===== src/rtl/iso15693_tx_sequencer_if.sv =====
// Byte stream from the command source into the ISO15693 transmit sequencer.
// The master presents data/data_last under data_valid; the slave raises
// data_ready only at the points where it takes a byte.
interface iso15693_tx_sequencer_if;
   logic [7:0] data;
   logic       data_valid;
   logic       data_last;
   logic       data_ready;

   modport master (output data, output data_valid, output data_last, input data_ready);
   modport slave  (input data, input data_valid, input data_last, output data_ready);
endinterface


===== src/rtl/iso15693_tx_sequencer.sv =====
// ISO15693 reader-transmit frame sequencer: SOF, 1-out-of-4 coded data, EOF.
// All timing is in carrier cycles. mod_carrier_on=0 means pause (modulate).
// Outputs are registered by evaluating the envelope for the next state/counter,
// so the registered value lines up with the state it belongs to.
module iso15693_tx_sequencer #(
   parameter int SLOT_LEN  = 256,
   parameter int PAUSE_LEN = 128
) (
   input  logic                      ck_1356meg,
   input  logic                      rst_n,
   input  logic                      start,
   input  logic                      shallow_in,
   iso15693_tx_sequencer_if.slave    bus,
   output logic                      mod_carrier_on,
   output logic                      shallow_modulation,
   output logic                      busy,
   output logic                      done,
   output logic                      underrun
);

   localparam int CW = $clog2(4 * SLOT_LEN);
   localparam logic [CW-1:0] LAST4 = CW'(4 * SLOT_LEN - 1);
   localparam logic [CW-1:0] LAST2 = CW'(2 * SLOT_LEN - 1);

   typedef enum logic [1:0] {IDLE, SOF, DATA, EOF} state_e;

   state_e          state_q, state_d;
   logic [CW-1:0]   cyc_q, cyc_d;
   logic [1:0]      pair_q, pair_d;
   logic [7:0]      byte_q, byte_d;
   logic            last_q, last_d;
   logic            und_q, und_d;
   logic            shal_q, shal_d;
   logic            done_d;
   logic            mod_q, mod_d;
   logic            busy_q;
   logic            load_pt;
   logic [1:0]      v_d;

   // Envelope rule: true when the given position is inside a pause.
   function automatic logic is_pause(state_e st, logic [CW-1:0] c, logic [1:0] v);
      int ci;
      int vi;
      ci = int'(c);
      vi = int'(v);
      case (st)
         SOF:     is_pause = (ci < PAUSE_LEN) || (ci >= 4 * SLOT_LEN - PAUSE_LEN);
         DATA:    is_pause = (ci >= vi * SLOT_LEN + SLOT_LEN - PAUSE_LEN) &&
                             (ci < (vi + 1) * SLOT_LEN);
         EOF:     is_pause = (ci >= SLOT_LEN) && (ci < SLOT_LEN + PAUSE_LEN);
         default: is_pause = 1'b0;
      endcase
   endfunction

   // Byte load points: last SOF cycle, and last cycle of pair 3 when more bytes follow.
   always_comb begin
      load_pt = (cyc_q == LAST4) &&
                ((state_q == SOF) || ((state_q == DATA) && (pair_q == 2'd3) && !last_q));
   end

   assign bus.data_ready = load_pt;

   // Next-state, counter and byte/pair tracking.
   always_comb begin
      state_d = state_q;
      cyc_d   = cyc_q + CW'(1);
      pair_d  = pair_q;
      byte_d  = byte_q;
      last_d  = last_q;
      und_d   = und_q;
      shal_d  = shal_q;
      done_d  = 1'b0;
      case (state_q)
         IDLE: begin
            cyc_d = '0;
            if (start) begin
               shal_d  = shallow_in;
               und_d   = 1'b0;
               state_d = SOF;
            end
         end
         SOF: begin
            if (cyc_q == LAST4) begin
               cyc_d = '0;
               if (bus.data_valid) begin
                  byte_d  = bus.data;
                  last_d  = bus.data_last;
                  pair_d  = 2'd0;
                  state_d = DATA;
               end else begin
                  und_d   = 1'b1;
                  state_d = EOF;
               end
            end
         end
         DATA: begin
            if (cyc_q == LAST4) begin
               cyc_d = '0;
               if (pair_q != 2'd3) begin
                  pair_d = pair_q + 2'd1;
               end else if (last_q) begin
                  state_d = EOF;
               end else if (bus.data_valid) begin
                  byte_d = bus.data;
                  last_d = bus.data_last;
                  pair_d = 2'd0;
               end else begin
                  und_d   = 1'b1;
                  state_d = EOF;
               end
            end
         end
         EOF: begin
            if (cyc_q == LAST2) begin
               cyc_d   = '0;
               state_d = IDLE;
               done_d  = 1'b1;
            end
         end
         default: begin
            state_d = IDLE;
            cyc_d   = '0;
         end
      endcase
      v_d   = byte_d[{pair_d, 1'b0} +: 2];
      mod_d = !is_pause(state_d, cyc_d, v_d);
   end

   // State and registered outputs; reset aborts any frame with carrier on.
   always_ff @(posedge ck_1356meg or negedge rst_n) begin
      if (!rst_n) begin
         state_q <= IDLE;
         cyc_q   <= '0;
         pair_q  <= 2'd0;
         byte_q  <= 8'h00;
         last_q  <= 1'b0;
         und_q   <= 1'b0;
         shal_q  <= 1'b0;
         done    <= 1'b0;
         mod_q   <= 1'b1;
         busy_q  <= 1'b0;
      end else begin
         state_q <= state_d;
         cyc_q   <= cyc_d;
         pair_q  <= pair_d;
         byte_q  <= byte_d;
         last_q  <= last_d;
         und_q   <= und_d;
         shal_q  <= shal_d;
         done    <= done_d;
         mod_q   <= mod_d;
         busy_q  <= (state_d != IDLE);
      end
   end

   assign mod_carrier_on     = mod_q;
   assign busy               = busy_q;
   assign underrun           = und_q;
   assign shallow_modulation = shal_q;

endmodule


===== src/flat_wrapper.sv =====
// flat-port wrapper written by rule: the top's interface ports become plain ports
module iso15693_tx_sequencer_flat 
#(
   parameter int SLOT_LEN  = 256,
   parameter int PAUSE_LEN = 128
)
  (ck_1356meg, rst_n, start, shallow_in, mod_carrier_on, shallow_modulation, busy, done, underrun, bus_data, bus_data_valid, bus_data_last, bus_data_ready);
  iso15693_tx_sequencer_if bus_i ();
  input  logic ck_1356meg;
  input  logic rst_n;
  input  logic start;
  input  logic shallow_in;
  output logic mod_carrier_on;
  output logic shallow_modulation;
  output logic busy;
  output logic done;
  output logic underrun;
  input wire logic [$bits(bus_i.data)-1:0] bus_data;
  input wire logic [$bits(bus_i.data_valid)-1:0] bus_data_valid;
  input wire logic [$bits(bus_i.data_last)-1:0] bus_data_last;
  output wire logic [$bits(bus_i.data_ready)-1:0] bus_data_ready;
  assign bus_i.data = bus_data;
  assign bus_i.data_valid = bus_data_valid;
  assign bus_i.data_last = bus_data_last;
  assign bus_data_ready = bus_i.data_ready;
  iso15693_tx_sequencer #(.SLOT_LEN(SLOT_LEN), .PAUSE_LEN(PAUSE_LEN)) u_core (.ck_1356meg(ck_1356meg), .rst_n(rst_n), .start(start), .shallow_in(shallow_in), .bus(bus_i), .mod_carrier_on(mod_carrier_on), .shallow_modulation(shallow_modulation), .busy(busy), .done(done), .underrun(underrun));
endmodule

===== config.mk =====
export PLATFORM = sky130hd
export DESIGN_NAME = iso15693_tx_sequencer_flat
export DESIGN_NICKNAME = d
export VERILOG_FILES = /design/src/rtl/iso15693_tx_sequencer_if.sv /design/src/rtl/iso15693_tx_sequencer.sv /design/src/flat_wrapper.sv
export SDC_FILE = /design/constraint.sdc
export NUM_CORES = 1
export LEC_CHECK = 0
export CELL_PAD_IN_SITES_DETAIL_PLACEMENT = 1
export CELL_PAD_IN_SITES_GLOBAL_PLACEMENT = 1
export CORE_MARGIN = 2
export CORE_UTILIZATION = 47
export CTS_CLUSTER_DIAMETER = 40
export CTS_CLUSTER_SIZE = 10
export DETAILED_ROUTE_END_ITERATION = 8
export PLACE_DENSITY_LB_ADDON = 0.1
export RECOVER_POWER = 100
export SYNTH_ARGS = -nofsm -noshare
export SYNTH_HDL_FRONTEND = slang
export SYNTH_SLANG_ARGS = --single-unit

===== constraint.sdc =====
create_clock -name ck_1356meg -period 4.6 [get_ports ck_1356meg]
set_input_delay 0.92 -clock ck_1356meg [delete_from_list [all_inputs] [get_ports ck_1356meg]]
set_output_delay 0.92 -clock ck_1356meg [all_outputs]
set_load 0.02 [all_outputs]

==> results.cfg <==
[logic_synthesis]
ys_types = 53
muxShareOfSynthArea_pct = 4.931
seq_area_frac_synth_pct = 36.88
async_flop_share_pct = 100.0
synth.most_common_cell = dfrtp_1
yosys-top-cells-count = dfrtp_1 (27), nor2_1 (19), ha_1 (16), inv_1 (16), nand2_1 (12)
synth_compound_area_share_pct = 19.79
synth_fa_ha_area_share_pct = 10.52
yosysWarnings = 0
postSynthAreaPerCell_um2 = 9.710
syn_inst = 196
synth_edf_count = 0
syn_nets = 226
synthTopCellsByArea = dfrtp_1 (36%), ha_1 (11%), a22o_2 (4.2%)
synth_top_family_by_area = compound AO/OA/AOI/OAI gates
ys_ff_latch = 28
yosysTopAreaCell = dfrtp_1
yosys.area_share.simple_pct = 18.87
synth.top_cell.area_share_pct = 35.50
ys.flop_type = dfrtp_1
synth_xor_area_share_pct = 3.222
synth_area_mm2 = 0.001903

[place]
dp_hpwl_um = 3739
gp_congestion = 0.8453
place_area_mm2 = 0.002118
port_buffers = 19

[floorplan]
die-area_mm2 = 0.004574
core_area_mm2 = 0.003943
design.portCount = 20
start_util_pct = 48.27
die_w_um = 67.63
num_rows = 23
die_height_um = 67.63

[clock_network]
cts_max_path_buffers = 2
clock_latency_ns = 0.27
cts_tree = built
cts.sinks = 28
post_cts_resized = 0
clockRootBuffer = clkbuf_8
htreeDepth = 1
cts_made_buffers = 3
cts.clk_slew.worst_paths_ns = 0.10
cts_hold_buf = 0
post_cts_buffers = 0

[worst_setup_path]
r2r_slack_ns = 0.72
crit_path_end_kind = register
r2r_start = u_core.cyc_q[0]
r2r_cells = 15
timing_worst_setup_path_type = primary input to register
crit_chain = dlygate4sd3_1 > inv_1 > nor4_4 > and3b_1 > a22o_2 > mux2i_1 > mux2_2 > ha_1 > inv_1 > ha_1 > nor2b_1 > o21ai_0 > o2111ai_1 > a221oi_1 > a32oi_1
path_max_fanout = 8
cp_num_buf_inv = 3
slowest_stage = dlygate4sd3_1
critPathMaxStageDelay_ns = 0.59
start_kind = primary input
cp_data_arrival_time_ns = 4.42
worstPathRequired_ns = 4.80
critPathTopFamily = simple AND/OR/NAND/NOR gates
r2r-end = u_core.mod_carrier_on

[power]
p_leak_nw = 0.9592
ir_drop_mv = 0.1054
p_total_mw = 0.4602
pwr_density_cell_mw_per_mm2 = 211.1

[min_path]
holdPathStages = 1
hp-class = register to register
hp-start = u_core.cyc_q[0]
worstHoldEndpoint = u_core.cyc_q[0]

[run_status]
status = finished, final reports clean

[grt]
grt_max_degree = 19
overflow = 0
grt_pass1_wl_um = 8017
grt_pass1_vias = 1642
grt_usage_pct = 23.45
antenna_found_initial = 0

[cells_and_area]
num-nets-final = 245
diodes = 0
drive_above_1_share_pct = 11.68
fill_cells = 440
final_area_mm2 = 0.002180
synthToLayoutAreaGrowth_pct = 14.53

[timing]
hold_viol = 0
drv_slew = 0
post-route-period-util_pct = 91.71
worst_pin_slew_ns = 0.9796
clock_skew_ns = 0.003873
setup_tns_ns = 0
rsz0062_at_grt = no
setup-violations-final = 0
fin_crit_ns = 4.219
max_freq_mhz = 237.0
relSlewSlack_pct = 34.69

[routing]
wl_um = 4801
viasPerCell = 6.004
num_vias = 1585
final_antenna_net_count = 0
drt_iter0_drc = 106
wl_per_cell_um = 18.19
dr.pass1.iters = 4
drcViolationCount = 0

[job]
cap_violations = 0
worst max path at each step:
stage,endpoint,startpoint,depth (start not counted)
5_1_grt,u_core.mod_carrier_on,bus_data_valid,15
3_3_place_gp,u_core.mod_carrier_on,bus_data_valid,15
4_1_cts,u_core.mod_carrier_on,bus_data_valid,15
2_1_floorplan,u_core.mod_carrier_on,bus_data_valid,15
3_5_place_dp,u_core.mod_carrier_on,bus_data_valid,15
6_report,u_core.mod_carrier_on,bus_data_valid,15
through the flow:
stage | setup slack [ns] | utilization [%] | instances | hold slack (ns)
after CTS | 0.4513 | 55.54 | 264 | 0.4943
after floorplan | 1.208 | - | 196 | 0.4547
after global placement | 0.3884 | 53.73 | 260 | 0.4731
final | 0.3811 | 55.28 | 264 | 0.4946
after global routing | 0.1662 | 55.28 | 264 | 0.5190
after detailed placement | 0.1442 | 53.73 | 260 | 0.4800
cells in the final DEF, fill, tap and decap left out, types with 3 or more instances in the layout:
master	Yosys	final
o211ai_1	3	3
clkdlybuf4s50_1	0	10
inv_1	16	16
and3_1	4	4
a21oi_1	6	6
o21ai_0	8	9
nor2_1	19	19
dlygate4sd3_1	0	9
a22o_2	8	8
dfrtp_1	27	27
mux2i_1	6	6
nand4_1	2	3
ha_1	16	16
mux2_2	3	3
clkbuf_8	0	3
xnor2_1	5	5
a31oi_1	5	5
nand2_1	12	12
nand3_1	7	7
final cells by class:
| cell class | instances | area, µm² | share of cell area [%] |
|---|---|---|---|
| flip-flops and latches | 28 | 701.9 | 32.20 |
| well taps | 50 | 62.56 | 2.870 |
| clock buffers | 3 | 41.29 | 1.894 |
| inverters | 17 | 65.06 | 2.985 |
| multi-input cells | 145 | 1085 | 49.77 |
| clock inverters | 1 | 30.03 | 1.378 |
| repair buffers | 20 | 193.9 | 8.898 |
worst reg2reg max path: stages, from the launching register on:
cell	delay (ns)
dfrtp_1	0.40
ha_1	0.26
nand4_1	0.36
nor4_4	0.38
and3b_1	0.41
a22o_2	0.21
mux2i_1	0.11
mux2_2	0.33
ha_1	0.29
inv_1	0.05
ha_1	0.25
nor2b_1	0.13
o21ai_0	0.18
o2111ai_1	0.13
a221oi_1	0.23
a32oi_1	0.08
flip-flops by register name, summed over array words and instances, names as in the netlist:
| signal | flops |
|---|---|
| u_core.underrun | 1 |
| u_core.mod_carrier_on | 1 |
| u_core.byte_q | 8 |
| u_core.last_q | 1 |
| u_core.pair_q | 2 |
| u_core.state_q | 2 |
| u_core.shallow_modulation | 1 |
| u_core.busy | 1 |
| u_core.done | 1 |
| u_core.cyc_q | 10 |
where the power goes:
group | switching [mW] | internal, mW
clock network | 0.0799 | 0.117
registers | 0 | 0.246
logic | 0.00824 | 0.00952
total | 0.0881 | 0.372
per-layer routing:
| metal | vias to the layer above | global-route usage [%] | share of wire, % |
|---|---|---|---|
| met3 | 4 | 2.167 | 2.6 |
| met5 | - | 0 | 0 |
| met2 | 33 | 40.81 | 52 |
| li1 | 745 | - | - |
| met1 | 803 | 31.07 | 45 |
| met4 | 0 | 6.122 | 0.56 |
cell families after synthesis:
group           count (synthesis)
fa+ha+maj                      16
simple gates                   63
buf+inv                        23
compound gates                 50
mux                             9
flops                          28
xor+xnor                        7
No activity file was read; power rests on OpenSTA's default activity.
